==> config.mk <==
export PLATFORM = sky130hd
export DESIGN_NAME = imem_responder
export DESIGN_NICKNAME = d
export VERILOG_FILES = /design/src/rtl/imem_responder_pkg.sv /design/src/rtl/imem_responder_rsp_fifo.sv /design/src/rtl/imem_responder.sv
export SDC_FILE = /design/constraint.sdc
export NUM_CORES = 1
export LEC_CHECK = 0
export ABC_CLOCK_PERIOD_IN_PS = 4900
export CORE_ASPECT_RATIO = 0.5
export CORE_UTILIZATION = 55
export CTS_BUF_LIST = sky130_fd_sc_hd__clkbuf_4 sky130_fd_sc_hd__clkbuf_8 sky130_fd_sc_hd__clkbuf_16
export DETAILED_ROUTE_END_ITERATION = 8
export PLACE_DENSITY = 0.7
export SYNTH_ARGS = -nofsm -noshare
export SYNTH_HDL_FRONTEND = slang
export SYNTH_SLANG_ARGS = --single-unit
==> constraint.sdc <==
create_clock -name clk -period 4.9 [get_ports clk]
set_input_delay 0.735 -clock clk [delete_from_list [all_inputs] [get_ports clk]]
set_output_delay 0.735 -clock clk [all_outputs]
set_load 0.02 [all_outputs]
==> src/rtl/imem_responder_pkg.sv <==
// Shared defaults and types for the instruction-memory responder.
package imem_responder_pkg;

    localparam int unsigned DEF_ADDR_W  = 5;
    localparam int unsigned DEF_INSTR_W = 8;

    typedef enum logic {S_PROG, S_RUN} imem_state_t;

    typedef struct packed {
        logic [DEF_ADDR_W-1:0]  addr;
        logic [DEF_INSTR_W-1:0] instr;
        logic                   err;
    } fetch_rsp_t;

endpackage

==> src/rtl/imem_responder_rsp_fifo.sv <==
// In-order response FIFO with synchronous clear, simultaneous push/pop and head output.
module imem_responder_rsp_fifo
    import imem_responder_pkg::*;
#(
    parameter int unsigned DEPTH = 2,
    localparam int unsigned CW = $clog2(DEPTH + 1)
) (
    input  logic          clk,
    input  logic          rst,
    input  logic          clear,
    input  logic          push,
    input  fetch_rsp_t    push_data,
    input  logic          pop,
    output fetch_rsp_t    head,
    output logic [CW-1:0] count
);

    localparam int unsigned PW = $clog2(DEPTH);

    fetch_rsp_t    store_q [DEPTH];
    logic [PW-1:0] rd_ptr_q, wr_ptr_q;
    logic [CW-1:0] count_q;
    logic          do_pop;

    function automatic logic [PW-1:0] ptr_inc(input logic [PW-1:0] p);
        return (p == PW'(DEPTH - 1)) ? '0 : p + 1'b1;
    endfunction

    assign do_pop = pop && (count_q != '0);

    always_ff @(posedge clk) begin
        if (!rst || clear) begin
            rd_ptr_q <= '0;
            wr_ptr_q <= '0;
            count_q  <= '0;
        end else begin
            if (push) begin
                store_q[wr_ptr_q] <= push_data;
                wr_ptr_q          <= ptr_inc(wr_ptr_q);
            end
            if (do_pop) begin
                rd_ptr_q <= ptr_inc(rd_ptr_q);
            end
            case ({push, do_pop})
                2'b10:   count_q <= count_q + 1'b1;
                2'b01:   count_q <= count_q - 1'b1;
                default: count_q <= count_q;
            endcase
        end
    end

    // The upstream credit check keeps count + s1 <= DEPTH, so a push never meets a full FIFO.
    always_ff @(posedge clk) begin
        if (rst && !clear && push) begin
            assert (count_q < CW'(DEPTH));
        end
    end

    assign head  = store_q[rd_ptr_q];
    assign count = count_q;

endmodule

==> src/rtl/imem_responder.sv <==
// Instruction-memory responder: programmed after reset, then serves fetches through s1 and a FIFO.
module imem_responder
    import imem_responder_pkg::*;
#(
    parameter int unsigned ADDR_W    = DEF_ADDR_W,
    parameter int unsigned INSTR_W   = DEF_INSTR_W,
    parameter int unsigned MEM_WORDS = 32,
    parameter int unsigned DEPTH     = 2
) (
    input  logic               clk,
    input  logic               rst,
    input  logic               prog_we,
    input  logic [ADDR_W-1:0]  prog_addr,
    input  logic [INSTR_W-1:0] prog_data,
    input  logic               prog_done,
    input  logic               req_valid,
    input  logic [ADDR_W-1:0]  req_addr,
    output logic               req_ready,
    input  logic               flush,
    output logic               rsp_valid,
    input  logic               rsp_ready,
    output logic [INSTR_W-1:0] rsp_instr,
    output logic [ADDR_W-1:0]  rsp_addr,
    output logic               rsp_err,
    output logic               running
);

    localparam int unsigned MEM_AW = (MEM_WORDS > 1) ? $clog2(MEM_WORDS) : 1;
    localparam int unsigned CW     = $clog2(DEPTH + 1);

    imem_state_t        state_q, state_d;
    logic [INSTR_W-1:0] mem [MEM_WORDS];
    logic               s1_valid_q;
    fetch_rsp_t         s1_q, s1_d;
    fetch_rsp_t         head;
    logic [CW-1:0]      fifo_count;
    logic [CW:0]        occupancy;
    logic               accept, prog_wr, req_err;

    function automatic logic in_range(input logic [ADDR_W-1:0] a);
        return {{(32 - ADDR_W){1'b0}}, a} < MEM_WORDS;
    endfunction

    always_ff @(posedge clk) begin
        if (!rst) begin
            state_q <= S_PROG;
        end else begin
            state_q <= state_d;
        end
    end

    always_comb begin
        state_d = state_q;
        if (state_q == S_PROG && prog_done) begin
            state_d = S_RUN;
        end
    end

    assign running = (state_q == S_RUN);

    // Memory holds its contents through reset; it is only written while programming.
    assign prog_wr = (state_q == S_PROG) && prog_we && in_range(prog_addr);

    always_ff @(posedge clk) begin
        if (prog_wr) begin
            mem[prog_addr[MEM_AW-1:0]] <= prog_data;
        end
    end

    // Credit uses registered occupancy only, so req_ready never depends on rsp_ready.
    assign occupancy = {1'b0, fifo_count} + {{CW{1'b0}}, s1_valid_q};
    assign req_ready = running && (occupancy < (CW + 1)'(DEPTH));
    assign accept    = req_valid && req_ready;
    assign req_err   = !in_range(req_addr);

    always_comb begin
        s1_d       = '0;
        s1_d.addr  = req_addr;
        s1_d.err   = req_err;
        s1_d.instr = req_err ? '0 : mem[req_addr[MEM_AW-1:0]];
    end

    // A request accepted alongside flush is the jump target and survives into s1.
    always_ff @(posedge clk) begin
        if (!rst) begin
            s1_valid_q <= 1'b0;
            s1_q       <= '0;
        end else begin
            s1_valid_q <= accept;
            if (accept) begin
                s1_q <= s1_d;
            end
        end
    end

    imem_responder_rsp_fifo #(
        .DEPTH (DEPTH)
    ) u_rsp_fifo (
        .clk       (clk),
        .rst       (rst),
        .clear     (flush),
        .push      (s1_valid_q),
        .push_data (s1_q),
        .pop       (rsp_valid && rsp_ready),
        .head      (head),
        .count     (fifo_count)
    );

    assign rsp_valid = (fifo_count != '0);
    assign rsp_instr = rsp_valid ? head.instr : '0;
    assign rsp_addr  = rsp_valid ? head.addr : '0;
    assign rsp_err   = rsp_valid && head.err;

endmodule

* Word-level counts from Yosys, hierarchy flattened
Memories as Yosys holds them, arrays and structs flattened. A register that Yosys moved wholly into a read port is not among the register bits. Index checks and enable logic that the tools add are counted.
Cells by class: add/subtract/negate cells 5, order comparisons 1, equal/unequal tests 2, muxes and demuxes 12, bitwise operators 1, reduce and logical (&&, ||, !) cells 12
Operator list (count):
- $mux 1 | 9
- $mux 8 | 1
- $logic_and 1x1->1 | 6
- $mux 5 | 1
- $pmux 2 s2 | 1
- $reduce_bool 2->1 | 2
- $add 2x1->3 | 1
- $lt 3x2->1 const B | 1
- $add 1x1->1 const B | 2
- $add 2x1->2 const B | 1
- $eq 2x1->1 const B | 1
- $eq 2x2->1 const B | 1
- $logic_not 1->1 | 2
- $sub 2x1->2 const B | 1
- $logic_and 1x1->1 const B | 1
- $logic_or 1x1->1 | 1
- $not 1->1 | 1
Word-level totals: register bits 11, RAM bits 282, input port bits 25, memories 2
Memory list:
- mem | words 32, bits a word 8, rd ports 1, clocked after memory_dff 1, wr ports 1, line imem_responder.sv:32 | logic [INSTR_W-1:0] mem [MEM_WORDS];
- u_rsp_fifo.store_q | words 2, bits a word 13, rd ports 1, clocked after memory_dff 1, wr ports 1, line imem_responder_rsp_fifo.sv:20 | fetch_rsp_t store_q [DEPTH];

* Logic depth before layout (Yosys ltp)
Gate-level depths: netlist (run 1).
depth after elaboration 5, gate-level depth with buffers 8, mapped depth without buffers 6

* By module
From an unflattened synthesis (run 1), not the netlist that was laid out.
Unflattened totals: cells, all modules 636, area, all modules 11951.5 um2
Modules (own cells, without submodules):
- imem_responder | instances 1, cells an instance 570, area each 10737.8 um2, seq. area each 7987.7 um2
- imem_responder_rsp_fifo | instances 1, cells an instance 66, area each 1213.7 um2, seq. area each 940.9 um2

* Worst setup path after synthesis (run 1)
OpenSTA, ideal clock, no wires.
path type in2reg, from in flush, to mem u_rsp_fifo.store_q[0][0] in the netlist's numbering (enable), arrival time 1.897 ns, required time 4.500 ns, path slack 2.604 ns, stages on the path 2, cell sequence nand2b_1 -> nor3_1
Between the ends: cells in the longest elaborated chain, start to end 3
Ends and longest elaborated chain:
- start: declaration | line imem_responder.sv:19 | input logic flush,
- $logic_or 1x1->1 | line imem_responder_rsp_fifo.sv:32 | if (!rst || clear) begin
- $mux 1 | line imem_responder_rsp_fifo.sv:32
- $mux 1 (implied by the code) | line imem_responder_rsp_fifo.sv:38 | store_q[wr_ptr_q] <= push_data;
- end: declaration | line imem_responder_rsp_fifo.sv:20
No other way between the ends.

* Worst setup path in the final report (run 1)
from reg u_rsp_fifo.count_q[1], in the netlist u_rsp_fifo.count[1], to out rsp_instr[5]
Between the ends: cells in the longest elaborated chain, start to end 2
Ends and longest elaborated chain:
- start: declaration | line imem_responder_rsp_fifo.sv:22 | logic [CW-1:0] count_q;
- start signal: assignment | line imem_responder_rsp_fifo.sv:45 | 2'b10: count_q <= count_q + 1'b1;
- start signal: assignment | line imem_responder_rsp_fifo.sv:46 | 2'b01: count_q <= count_q - 1'b1;
- start signal: assignment | line imem_responder_rsp_fifo.sv:47 | default: count_q <= count_q;
- $reduce_bool 2->1 | line imem_responder.sv:109 | assign rsp_valid = (fifo_count != '0);
- $mux 8 | line imem_responder.sv:110 | assign rsp_instr = rsp_valid ? head.instr : '0;
- end: declaration | line imem_responder.sv:22 | output logic [INSTR_W-1:0] rsp_instr,
No other way between the ends.

==> flow_summary.yaml, run 1 <==
run_status:
  status: "finished, final reports clean"
synth:
  yosys_warnings: 0
  synth_ff_type: "edfxtp_1"
  synth-edff-count: 282
  avgSynthCellArea_um2: 18.4
  synth_area_leader_cell: "edfxtp_1"
  ys_top_cells_by_area: "edfxtp_1 (71%), mux2i_1 (6.7%), mux4_2 (4.5%)"
  async_flop_share_pct: 0
  yosysSeqAreaShare_pct: 74.6
  ys_ff_latch: 302
  ys_top_cells_by_count: "edfxtp_1 (282), mux2i_1 (80), nor2_1 (56)"
  synth_nets: 672
  yosys.cell_types.count: 47
  synthCells: 646
  synth_area_mm2: 0.0119
  yosysTopAreaCellShare_pct: 71.3
  synthMostInstantiatedCell: "edfxtp_1"
clock_tree:
  cts_setup_buffers: 0
  cts_buffers: 26
  hold_buffers: 0
  cts_buffer_depth: 3
  clk_latency_ps: 520
  post_cts_resized: 0
  root_buffer: "clkbuf_16"
  clkTransAtPathRegs_ps: 70
  tritoncts: "built"
  h-tree-depth: 1
  clock-sinks: 302
detailed_routing:
  top_layer: "met4"
  drt_iter0_drc: 638
  drc_errors: 0
  drtAntennaViolNets: 0
  dr_wl_met2_um: 10800
  met1_length_um: 10700
  dr_total_vias: 6012
  wl_per_cell_um: 24.0
  viasPerCell: 6.02
  wl_met3_um: 2030
  totalWireLength_um: 23900
  dr.pass1.iters: 5
sta:
  worst_slack_ps: 1890
  hold_violations: 0
  period_share_pct: 61.4
  min_period_ps: 3010
  rsz0062_at_grt: "false"
  fin_setup_tns_ps: 0
  skew_ps: 12.1
  setup-violations-final: 0
  fmax_ghz: 0.333
  worst_pin_slew_ps: 1270
  slew_headroom_pct: 14.9
  drv_slew: 0
floorplan:
  die_w_um: 210
  die_y_um: 106
  core_mm2: 0.0209
  start_util_pct: 56.9
  io_pins: 42
  fp-row-count: 37
  dieArea_mm2: 0.0222
placed_design:
  post-place-ws_ps: 1670
  io_buffers: 40
  hpwlAfterDp_um: 15000
  place_congestion: 0.828
global_route:
  grt_start_max_net_pins: 60
  grt-ovfl-total: 0
  grt_pass1_vias: 5862
  grtUsageTotal_pct: 22.3
  grt_pass1_wl_um: 36000
  antenna_found_initial: 0
critical_path:
  path_class: "flop to output pin"
  end_kind: "output pin"
  required_ps: 4160
  critPathMaxFanout: 15
  crit_path_start_kind: "flop"
  cp.arrival_ps: 2270
layout:
  multi_input_area_mm2: 0.00278
  seq_area_mm2: 0.00887
  drive_gt1_share_pct: 12.7
  nNetsFinal: 712
  syn_to_final_growth_pct: 12.3
  n_antenna_cell: 0
  nFillCells: 1407
flow_run:
  maxCapViolCount: 0
power:
  power_uw: 5170
  peakVddDrop_uv: 213
  powerDensity_mw_per_mm2: 388
  p_leak_uw: 0.00435
worst_hold_path:
  hold_class: "flop to flop"
-- power by group --
group | internal [uW] | total, uW | switching [uW]
sequential | 2840 | 2850 | 11.4
combinational | 94.6 | 248 | 154
clock | 1190 | 2080 | 887
-- sequential cells by signal, indices dropped and copies added, names as in the netlist, named ones only --
| register | cells |
|---|---|
| s1_q | 13 |
| u_rsp_fifo.rd_ptr_q | 1 |
| mem | 256 |
| u_rsp_fifo.wr_ptr_q | 1 |
| s1_valid_q | 1 |
| running | 1 |
| u_rsp_fifo.store_q | 26 |
| u_rsp_fifo.count | 2 |
-- final cells by class --
type | instances | area share, %
Inverter | 4 | 0.113
Clock buffer | 35 | 5.66
Sequential cell | 302 | 66.5
Multi-Input combinational cell | 305 | 20.8
Clock inverter | 13 | 0.863
Tap cell | 292 | 2.74
Timing Repair Buffer | 47 | 3.30
-- placed cells by master (no fill, tap or decap), drive strengths merged, types with 2 or more instances in the layout --
cell / netlist / routed
inv: 4 / 5
a222oi: 3 / 3
a31oi: 4 / 4
bufinv: 0 / 2
buf: 23 / 10
nand3b: 5 / 5
a41oi: 2 / 2
a211o: 8 / 8
nor2: 56 / 56
or3b: 3 / 3
nor2b: 7 / 7
a32oi: 3 / 3
a21oi: 13 / 13
a22o: 3 / 3
a221oi: 3 / 3
edfxtp: 282 / 282
xnor2: 3 / 3
nand4b: 2 / 2
or3: 7 / 7
mux4: 35 / 35
mux2i: 80 / 80
nand2: 20 / 20
a22oi: 20 / 20
clkinv: 0 / 10
nand2b: 3 / 3
a211oi: 4 / 4
clkbuf: 12 / 35
clkdlybuf4s50: 0 / 37
dfxtp: 20 / 20
nor3: 3 / 3
mux2: 5 / 5
-- kinds of logic after synthesis --
| kind of cell | share of synthesized area, % |
|---|---|
| other cells | 0.0316 |
| flops | 74.6 |
| mux | 14.2 |
| xor+xnor | 0.295 |
| buf+inv | 2.04 |
| simple gates | 4.59 |
| fa+ha+maj | 0.105 |
| compound gates | 4.11 |
-- worst paths after layout --
| kind | from | depth (start not counted) | slack (ps) | to |
|---|---|---|---|---|
| setup / recovery | u_rsp_fifo.count[1] | 3 | 1890 | rsp_instr[5] |
| hold / removal | s1_q[12] | 0 | 460 | u_rsp_fifo.store_q[0][11] |
| setup reg to reg | running | 3 | 2570 | mem[26][5] |
| hold reg to reg | s1_q[12] | 0 | 460 | u_rsp_fifo.store_q[0][11] |
-- stage by stage --
stage	cell area [um^2]	util, %	hold slack, ps	std cells
after global placement	12500	59.7	434	950
final	13300	63.9	463	998
after CTS	13300	63.9	461	998
after detailed placement	12500	59.7	445	950
after floorplan	11900	-	424	646
after global routing	13300	63.9	471	998
-- per-layer routing --
layer | GRT usage (%) | up-vias
met5 | 0 | -
met4 | 5.06 | 0
met3 | 5.02 | 38
met2 | 34.1 | 242
met1 | 33.1 | 3064
li1 | - | 2668
-- critical path, cell delays in order (launching register included) --
cell	delay (ps)
dfxtp_1	350
nor2_1	680
nor2_1	120
clkdlybuf4s50_1	580
Power figures use the tool's default switching activity.
==> inputs of run 2 (changes only) <==
Settings changed: ABC_CLOCK_PERIOD_IN_PS 4900 to 3100.
Clock period 4.9 ns to 3.1 ns, I/O delays scaled along.
==> flow_summary.yaml, run 2 (synthesis gave the netlist of run 1 again) <==
run_status:
  status: "finished, final reports clean"
critical_path:
  r2r_end: "u_rsp_fifo.count[1]"
  cpMostUsedCell: "nor2_1"
  critPathMaxStageDelay_ps: 700
  r2r_cells: 5
  r2r-start: "u_rsp_fifo.count[1]"
  rrSetupSlack_ps: 950
  end_kind: "output pin"
  path_class: "flop to output pin"
  worstSetupStartpoint: "u_rsp_fifo.count[1]"
  slowest_stage: "nor2_1"
  required_ps: 2630
  cp.arrival_ps: 2290
  critPathMaxFanout: 15
  crit_path_start_kind: "flop"
  crit_chain: "nor2_1, nor2_1, clkdlybuf4s50_1"
  endpoint: "rsp_instr[5]"
clock_tree:
  cts_setup_buffers: 0
  clkTransAtPathRegs_ps: 60
  hold_buffers: 0
  tritoncts: "built"
  cts_buffer_depth: 3
  clock-sinks: 302
  h-tree-depth: 1
  clk_latency_ps: 530
  post_cts_resized: 0
  cts_buffers: 26
  root_buffer: "clkbuf_16"
power:
  powerDensity_mw_per_mm2: 604
  p_int_uw: 6620
  power_uw: 8280
  p_comb_share_pct: 5.1
  clkPwrFrac_pct: 40.6
  p_leak_uw: 0.00458
  netSwitchingPower_uw: 1660
  swShare_pct: 20.1
  peakVddDrop_uv: 333
  seq_power_share_pct: 54.3
global_route:
  grt_start_max_net_pins: 45
  grt_pass1_vias: 6047
  grt-ovfl-total: 0
  grtUsageTotal_pct: 22.8
  antenna_found_initial: 1
  grt_pass1_wl_um: 37000
detailed_routing:
  drtAntennaViolNets: 0
  drt_iter0_drc: 654
  drc_errors: 0
  totalWireLength_um: 24500
  wl_per_cell_um: 23.6
  dr.pass1.iters: 5
  dr_total_vias: 6190
  viasPerCell: 5.96
sta:
  period_share_pct: 88.8
  worst_pin_slew_ps: 896
  fmax_ghz: 0.363
  fin_setup_tns_ps: 0
  rsz0062_at_grt: "false"
  slew_headroom_pct: 40.1
  setup-violations-final: 0
  hold_violations: 0
  drv_slew: 0
  skew_ps: 19.5
  min_period_ps: 2750
layout:
  mostFrequentLayoutCells: "edfxtp_1 (282), mux2i_1 (80), nor2_1 (56)"
  final_common_cell: "edfxtp_1"
  post-route-cell-area_mm2: 0.0137
  n_antenna_cell: 0
  nNetsFinal: 754
  drive_gt1_share_pct: 17.2
  largest_reg_flops: 256
  syn_to_final_growth_pct: 15.4
floorplan:
  die_w_um: 210
  dieArea_mm2: 0.0222
  io_pins: 42
  core_mm2: 0.0209
  die_y_um: 106
  fp-row-count: 37
  start_util_pct: 56.9
placed_design:
  place_congestion: 0.818
  placed_area_mm2: 0.0128
  hpwlAfterDp_um: 15600
  io_buffers: 40
flow_run:
  maxCapViolCount: 0
worst_hold_path:
  hold_class: "flop to flop"
-- run 2: cell types whose count changed in the layout (fill, tap and decap cells not counted), sizes merged --
cell,before,now
buf,10,52
inv,5,4
bufinv,2,4
clkbuf,35,32
-- run 2: layout make-up --
type                            count  area, um^2
Inverter                            4        15.0
Multi-Input combinational cell    305        2780
Clock buffer                       32         713
Sequential cell                   302        8870
Clock inverter                     14         175
Fill cell                        1357        7170
Timing Repair Buffer               89         793
Tap cell                          292         365
-- run 2: worst max-delay path, delay by kind of cell, from the launching register on --
family	cells	cell delay, ps
buffers and inverters	1	580
flip-flops	1	350
AND/OR/NAND/NOR	2	840
-- run 2: per-layer routing --
metal | GRT usage, % | wire (um) | vias up
li1 | - | - | 2744
met1 | 34.8 | 10800 | 3135
met2 | 35.6 | 11400 | 282
met3 | 3.52 | 2020 | 29
met4 | 4.12 | 269 | 0
met5 | 0 | 0 | -
-- run 2: how the worst min path moves through the flow --
stage                                     endpoint  startpoint  depth (start not counted)  slack (ps)
after floorplan           u_rsp_fifo.store_q[0][1]     s1_q[2]                          0         420
after global placement    u_rsp_fifo.store_q[0][8]     s1_q[9]                          0         430
after detailed placement  u_rsp_fifo.store_q[1][8]     s1_q[9]                          0         440
after CTS                 u_rsp_fifo.store_q[0][8]     s1_q[9]                          0         460
after global routing      u_rsp_fifo.store_q[1][8]     s1_q[9]                          0         470
final                     u_rsp_fifo.store_q[0][8]     s1_q[9]                          0         460
-- run 2: power by group through the flow --
| stage | logic, uW | clock network, uW | registers (uW) |
|---|---|---|---|
| final | 419 | 3360 | 4500 |
| after CTS | 419 | 3400 | 4500 |
| after detailed placement | 419 | 0 | 4590 |
| after global routing | 447 | 3550 | 4500 |
| after global placement | 409 | 0 | 4590 |
| after floorplan | 235 | 0 | 4580 |
-- run 2: metrics by stage --
stage | cells | hold WS, ps | worst slack (ps) | utilization [%]
global placement | 992 | 434 | 643 | 61.4
CTS | 1038 | 459 | 314 | 65.7
floorplan | 646 | 424 | 1070 | -
finish | 1038 | 457 | 348 | 65.7
detailed placement | 992 | 443 | 581 | 61.4
global route | 1038 | 471 | 115 | 65.7
